## config.mk

```make
export PLATFORM = sky130hd
export DESIGN_NAME = instr_fetch_unit
export DESIGN_NICKNAME = d
export VERILOG_FILES = /design/src/rtl/instr_fetch_unit.sv
export SDC_FILE = /design/constraint.sdc
export NUM_CORES = 1
export LEC_CHECK = 0
export CAP_MARGIN = 20
export CORE_MARGIN = 8
export CORE_UTILIZATION = 39
export DETAILED_ROUTE_END_ITERATION = 16
export PLACE_DENSITY = 0.73
export RECOVER_POWER = 50
export REMOVE_ABC_BUFFERS = 1
export SYNTH_ARGS = -nofsm -noshare
export SYNTH_HDL_FRONTEND = slang
export SYNTH_SLANG_ARGS = --single-unit
```

## constraint.sdc

```tcl
create_clock -name clk -period 1.6 [get_ports clk]
set_input_delay 0.32 -clock clk [delete_from_list [all_inputs] [get_ports clk]]
set_output_delay 0.32 -clock clk [all_outputs]
set_load 0.005 [all_outputs]
```

## src/rtl/instr_fetch_unit.sv

```systemverilog
// Instruction fetch master: drives pc into instruction memory, registers the returned word, hands it to decode via valid/ready.
// Start-to-first-valid is 2 edges, then 1 instr/cycle; a held (unaccepted) instruction freezes pc and the register.
module instr_fetch_unit #(
  parameter int                ADDR_W      = 4,
  parameter int                DATA_W      = 8,
  parameter logic [ADDR_W-1:0] RESET_PC    = '0,
  parameter logic [DATA_W-1:0] HALT_OPCODE = {DATA_W{1'b1}}
) (
  input  logic              clk,
  input  logic              rst_n,
  input  logic              start,
  output logic [ADDR_W-1:0] pc,
  input  logic [DATA_W-1:0] imem_data,
  output logic [DATA_W-1:0] instr,
  output logic [ADDR_W-1:0] instr_pc,
  output logic              instr_valid,
  input  logic              instr_ready,
  input  logic              redirect,
  input  logic [ADDR_W-1:0] redirect_pc,
  output logic              busy,
  output logic              halt
);

  typedef enum logic [1:0] {S_IDLE, S_RUN, S_DRAIN, S_HALTED} state_t;

  state_t            r_state;
  logic [ADDR_W-1:0] r_pc;
  logic [ADDR_W-1:0] r_instr_pc;
  logic [DATA_W-1:0] r_instr;
  logic              r_instr_valid;

  logic w_accept;
  logic w_stall;
  logic w_is_halt;

  assign w_accept  = r_instr_valid & instr_ready;
  assign w_stall   = r_instr_valid & ~instr_ready;
  assign w_is_halt = (imem_data == HALT_OPCODE);

  always_ff @(posedge clk or negedge rst_n) begin
    if (!rst_n) begin
      r_state       <= S_IDLE;
      r_pc          <= RESET_PC;
      r_instr       <= '0;
      r_instr_pc    <= '0;
      r_instr_valid <= 1'b0;
    end else begin
      case (r_state)
        S_IDLE: begin
          r_pc <= RESET_PC;
          if (start) r_state <= S_RUN;
        end
        S_RUN: begin
          if (redirect) begin
            r_pc          <= redirect_pc;
            r_instr_valid <= 1'b0;
          end else if (!w_stall) begin
            r_instr       <= imem_data;
            r_instr_pc    <= r_pc;
            r_instr_valid <= 1'b1;
            // pc stays on the halt word so a later restart/redirect sees where we stopped
            if (w_is_halt) r_state <= S_DRAIN;
            else           r_pc    <= r_pc + ADDR_W'(1);
          end
        end
        S_DRAIN: begin
          if (redirect) begin
            r_pc          <= redirect_pc;
            r_instr_valid <= 1'b0;
            r_state       <= S_RUN;
          end else if (w_accept) begin
            r_instr_valid <= 1'b0;
            r_state       <= S_HALTED;
          end
        end
        S_HALTED: begin
          r_instr_valid <= 1'b0;
          if (start) begin
            r_pc    <= RESET_PC;
            r_state <= S_RUN;
          end
        end
        default: r_state <= S_IDLE;
      endcase
    end
  end

  assign pc          = r_pc;
  assign instr       = r_instr;
  assign instr_pc    = r_instr_pc;
  assign instr_valid = r_instr_valid;
  assign busy        = (r_state == S_RUN) || (r_state == S_DRAIN);
  assign halt        = (r_state == S_HALTED);

endmodule

```

==> qor.yml, run 1 <==
sta:
  setup_violations: 3
  hold_violations: 0
  max_slew_margin_pct: 29.72
  fmax_ghz: 0.6041
  final.period_utilization_pct: 103.5
  hold-worst-slack_ns: 0.3825
  fin_ws_ns: -0.05543
  maxSlewViolCount: 0
  finClkSkew_ns: 0.006012
  rsz0062_at_grt: "yes"
  finalCriticalPeriod_ns: 1.655
  tightest_slew_ns: 1.054
grt:
  grt.overflow.total: 0
  grt_pass1_wl_mm: 4.519
  antenna_found_initial: 0
  grtUsageTotal_pct: 13.67
  grt_pass1_vias: 974
  grt_max_degree: 20
logic_synthesis:
  ys_seq_area_share_pct: 48.47
  syn_area_per_cell_sq_um: 11.54
  ys_warn_count: 0
  synth-edff-count: 0
  async_reset_ff_share_pct: 100.0
  synth_ff_type: "dfrtp_1"
  postSynthCellCount: 85
  yosysUniqueCellTypes: 27
  syn_area_sq_um: 980.9
  ys_ff_latch: 19
route:
  vias: 886
  wire_per_inst_um: 16.12
  antenna_left: 0
  drt_iter0_markers: 23
  first_pass_iters: 4
  drc: 0
  viasPerCell: 4.950
  routed_wl_mm: 2.885
worst_setup_path:
  cp_slowest_cell: "dfrtp_1"
  cp.arrival_ns: 1.85
  cp_slowest_stage_delay_ns: 0.42
  end_kind: "flop"
  cp_max_fo: 4
  critPathKind: "flop to flop"
  timing.critical_path.required_ns: 1.80
  path_cells: "buf_6, ha_4, buf_4, a21o_4, a22oi_2, nor2_1, mux2_4"
  critPathLaunchType: "flop"
placed_design:
  dpl.hpwl_mm: 2.171
  place_congestion: 0.8110
  dpl_cell_area_sq_mm: 0.001501
  io_buffers: 35
power:
  pwr_density_cell_mw_per_mm2: 1863
  p_total_uw: 3198
  peakVddDrop_mv: 1.215
  p_leak_uw: 0.0007786
clocking:
  numCtsBuffers: 3
  cts_buffer_depth: 2
  ctsHoldBuffers: 0
  clkSlewWorstSetupHoldPaths_ns: 0.12
  cts-htree-levels: 1
  clock-sinks: 19
  clkLatencyLatePin_ns: 0.31
  tritoncts: "built"
  cts_root_buf: "clkbuf_4"
final_layout:
  register_area_sq_um: 475.5
  fin_area_sq_mm: 0.001717
  nets: 173
  area_delta_synth_final_pct: 75.00
  antenna-diode-count: 0
  drive_above_1_share_pct: 38.93
  multi_input_area_sq_um: 573.1
  fill_cells: 193
  layout_common_cells: "21 x clkdlybuf4s50_1, 19 x dfrtp_1, 18 x buf_4"
  final_common_cell: "clkdlybuf4s50_1"
floorplan:
  core.rowCount: 18
  start_util_pct: 40.33
  coreArea_sq_mm: 0.002432
  io_pins: 36
  fp.dieArea_sq_mm: 0.004376
  dieWidth_um: 66.15
  die_y_um: 66.15
worst_hold_path:
  min_path_type: "input port to flop"
flow_run:
  drv_cap: 0
outcome:
  violations: "negative setup slack"
  status: "finished with violations"
==> flip-flops by register name, indices dropped and copies added (netlist names) <==
signal,count
instr_valid,1
instr_pc,4
r_state,2
instr,8
pc,4
==> Yosys cell counts, types with 2 or more instances <==
master | n | area share, %
dfrtp_1 | 19 | 48
mux2_2 | 12 | 14
ha_1 | 6 | 7.7
inv_1 | 6 | 2.3
nand2_1 | 6 | 2.3
nor2_1 | 4 | 1.5
o21ai_0 | 4 | 2.0
mux2i_1 | 3 | 3.1
nor2b_1 | 3 | 1.9
a21oi_1 | 2 | 1.0
buf_2 | 2 | 1.0
nand3_1 | 2 | 1.0
nand4_1 | 2 | 1.3
==> cell type report <==
| type | count | area share, % |
|---|---|---|
| sequential | 19 | 27.70 |
| inverter | 6 | 1.895 |
| clock buffer | 3 | 1.312 |
| tap | 30 | 2.187 |
| multi-input combinational | 58 | 33.38 |
| timing repair buffer | 62 | 33.09 |
| clock inverter | 1 | 0.4373 |
==> critical path: cells and delay by family (launching register included) <==
| kind | cells | cell delay, ns |
|---|---|---|
| muxes | 1 | 0.26 |
| adders and majority gates | 1 | 0.15 |
| DFF | 1 | 0.42 |
| and+or+nand+nor | 1 | 0.07 |
| AOI/OAI and AO/OA | 2 | 0.37 |
| buffers and inverters | 2 | 0.28 |
==> kinds of logic after synthesis <==
family                     Yosys count  synth area share, %
AOI/OAI and AO/OA                   16                12.50
and+or+nand+nor                     20                10.33
xor gates and xnor gates             1               0.8930
buffers and inverters                8                3.316
adders and majority gates            6                7.653
muxes                               15                16.84
DFF                                 19                48.47
==> path summary, 6_finish.rpt <==
| check | depth (start not counted) | from | to | slack (ns) |
|---|---|---|---|---|
| max | 7 | r_state[0]$_DFFE_PN0P_ | pc[1]$_DFFE_PN0P_ | -0.06 |
| min | 2 | imem_data[2] | instr[2]$_DFFE_PN0P_ | 0.38 |
| max reg2reg | 7 | r_state[0]$_DFFE_PN0P_ | pc[1]$_DFFE_PN0P_ | -0.06 |
| min reg2reg | 2 | instr_pc[0]$_DFFE_PN0P_ | instr_pc[0]$_DFFE_PN0P_ | 0.49 |
| max in group asynchronous | 2 | rst_n | pc[3]$_DFFE_PN0P_ | 0.26 |
| min in group asynchronous | 2 | rst_n | instr[3]$_DFFE_PN0P_ | 0.70 |
==> layer usage <==
metal  GRT usage (%)  up-vias  wire (um)
met5               0        -          0
met4           7.200        0         55
met3           3.559        5        143
met2           24.49       18       1532
met1           14.20      427       1153
li1                -      436          -
==> power breakdown <==
group	total (uW)	switching, uW	internal (uW)
clock network	257	161	95.4
registers	835	139	696
logic	2110	800	1310
==> per-stage QoR <==
step	TNS (ns)	instances	setup WS [ns]	util, %
after global placement	-3.609	167	-0.4354	61.73
after CTS	-0.1222	178	-0.06736	68.47
after global routing	-0.3764	179	-0.09859	70.58
final	-0.09295	179	-0.05543	70.58
after detailed placement	-3.790	167	-0.4917	61.73
after floorplan	-2.519	83	-0.2202	-
==> timing repair <==
action,in CTS,in global routing
buffers inserted,7,1
endpoints found under the setup margin,20,16
resized for setup,39,13
pin swaps,8,3
No activity file was read; power rests on OpenSTA's default activity.
==> inputs of run 2 (changes only) <==
Settings changed: SETUP_SLACK_MARGIN from default to 0.05.
==> run 2 against run 1 <==
Net effect: sequential power is 2% lower; worst hold slack better by 0.00074 ns; fmax is 1.2% higher; register-to-register slack better by 0.02 ns; clock-buffer cell count stayed put; critical endpoint is now pc[2]$_DFFE_PN0P_; sequential cell count stayed put; cell area is 3.9% higher; via count is 4.1% higher; largest power group unchanged; first-iteration DRC count is 8.7% higher; the run still ends with negative setup slack left.
==> qor.yml, run 2 (synthesis results as in run 1) <==
sta:
  fmax_ghz: 0.6111
  finClkSkew_ns: 0.006395
  fin_ws_ns: -0.03638
  rsz0062_at_grt: "yes"
  maxSlewViolCount: 0
  hold-worst-slack_ns: 0.3833
  final.period_utilization_pct: 102.3
  finalCriticalPeriod_ns: 1.636
  setup_violations: 3
  tns_ns: -0.05597
  tightest_slew_ns: 1.047
  hold_violations: 0
  max_slew_margin_pct: 30.21
grt:
  grt_max_degree: 20
  grt_pass1_wl_mm: 4.781
  grt_pass1_vias: 1012
  grt.overflow.total: 0
  grtUsageTotal_pct: 14.47
  antenna_found_initial: 0
route:
  vias: 922
  viasPerCell: 4.957
  antenna_left: 0
  routed_wl_mm: 2.988
  drc: 0
  first_pass_iters: 4
  wire_per_inst_um: 16.06
  drt_iter0_markers: 25
placed_design:
  place_congestion: 0.8110
  io_buffers: 35
  dpl.hpwl_mm: 2.171
  dpl_cell_area_sq_mm: 0.001501
  dp_cells: 167
clocking:
  numCtsBuffers: 3
  clkLatencyLatePin_ns: 0.31
  clock-sinks: 19
  cts-htree-levels: 1
  ctsHoldBuffers: 0
  cts_buffer_depth: 2
  tritoncts: "built"
  clkSlewWorstSetupHoldPaths_ns: 0.12
  cts_root_buf: "clkbuf_4"
outcome:
  violations: "negative setup slack"
  status: "finished with violations"
worst_setup_path:
  critPathKind: "flop to flop"
  cp_slowest_stage_delay_ns: 0.42
  cp.arrival_ns: 1.84
  path_cells: "buf_6, ha_4, nor2b_4, buf_6, o31a_1, o41a_1, a31o_2"
  critPathLaunchType: "flop"
  timing.critical_path.required_ns: 1.81
  cp_max_fo: 4
  end_kind: "flop"
  critPathMostFrequentCell: "buf_6"
  cp_slowest_cell: "dfrtp_1"
worst_hold_path:
  min_path_type: "input port to flop"
floorplan:
  dieWidth_um: 66.15
  start_util_pct: 40.33
  coreArea_sq_mm: 0.002432
  fp.dieArea_sq_mm: 0.004376
  die_y_um: 66.15
  io_pins: 36
  core.rowCount: 18
power:
  peakVddDrop_mv: 1.191
  p_leak_uw: 0.0008161
  pwr_density_cell_mw_per_mm2: 1867
final_layout:
  largest_reg_flops: 8
  antenna-diode-count: 0
  register_area_sq_um: 475.5
  area_delta_synth_final_pct: 81.76
  multi_input_area_sq_um: 575.6
  layout_common_cells: "22 x buf_4, 19 x dfrtp_1, 16 x clkdlybuf4s50_1"
  fill_cells: 179
  drive_above_1_share_pct: 42.31
  nets: 180
  layoutNonFillerInstCount: 186
  final_common_cell: "buf_4"
  fin_area_sq_mm: 0.001783
flow_run:
  drv_cap: 0
-- run 2: final timing paths --
path	from	end	slack, ns	cells past startpoint
max	r_state[0]$_DFFE_PN0P_	pc[2]$_DFFE_PN0P_	-0.04	7
min	imem_data[2]	instr[2]$_DFFE_PN0P_	0.38	2
max reg2reg	r_state[0]$_DFFE_PN0P_	pc[2]$_DFFE_PN0P_	-0.04	7
min reg2reg	instr_pc[0]$_DFFE_PN0P_	instr_pc[0]$_DFFE_PN0P_	0.49	2
max in group asynchronous	rst_n	pc[0]$_DFFE_PN0P_	0.27	2
min in group asynchronous	rst_n	instr[3]$_DFFE_PN0P_	0.70	2
-- run 2: area by class of cell --
| type | instances | share of cell area [%] |
|---|---|---|
| sequential | 19 | 26.67 |
| clock buffer | 3 | 1.263 |
| timing repair buffer | 69 | 35.44 |
| clock inverter | 1 | 0.4211 |
| multi-input combinational | 58 | 32.28 |
| inverter | 6 | 1.825 |
| tap | 30 | 2.105 |
-- run 2: layer usage --
layer	vias to the layer above	track usage (%)	part of all wire, %	wire length [um]
met5	-	0	0	0
met4	0	7.200	1.8	55
met3	5	3.390	4.7	140
met2	18	26.90	55	1641
met1	449	14.60	38	1150
li1	450	-	-	-
-- run 2: repair_timing --
item,4_1_cts,5_1_grt
buffers inserted,11,4
pin swaps,12,0
gates resized for setup,49,13
endpoints found under the setup margin,23,25
-- run 2: metrics by stage --
step                setup WS, ns  util (%)  power (uW)
global placement         -0.4354     61.73        2446
detailed placement       -0.4917     61.73        2504
finish                  -0.03638     73.30        3328
global route            -0.08884     73.30        3560
CTS                     -0.06735     71.14        3202
floorplan                -0.2202         -        1537
-- run 2: report_power, final --
group          switching [uW]  total [uW]  internal (uW)
Clock                     163         258           95.5
Sequential                120         816            696
Combinational             850        2250           1400
Total                    1130        3330           2200
-- run 2: worst max-delay path, delay by kind of cell (launching register included) --
| family | cells | cell delay, ns |
|---|---|---|
| and+or+nand+nor | 1 | 0.14 |
| buffers and inverters | 2 | 0.28 |
| DFF | 1 | 0.42 |
| adders and majority gates | 1 | 0.16 |
| AOI/OAI and AO/OA | 3 | 0.54 |
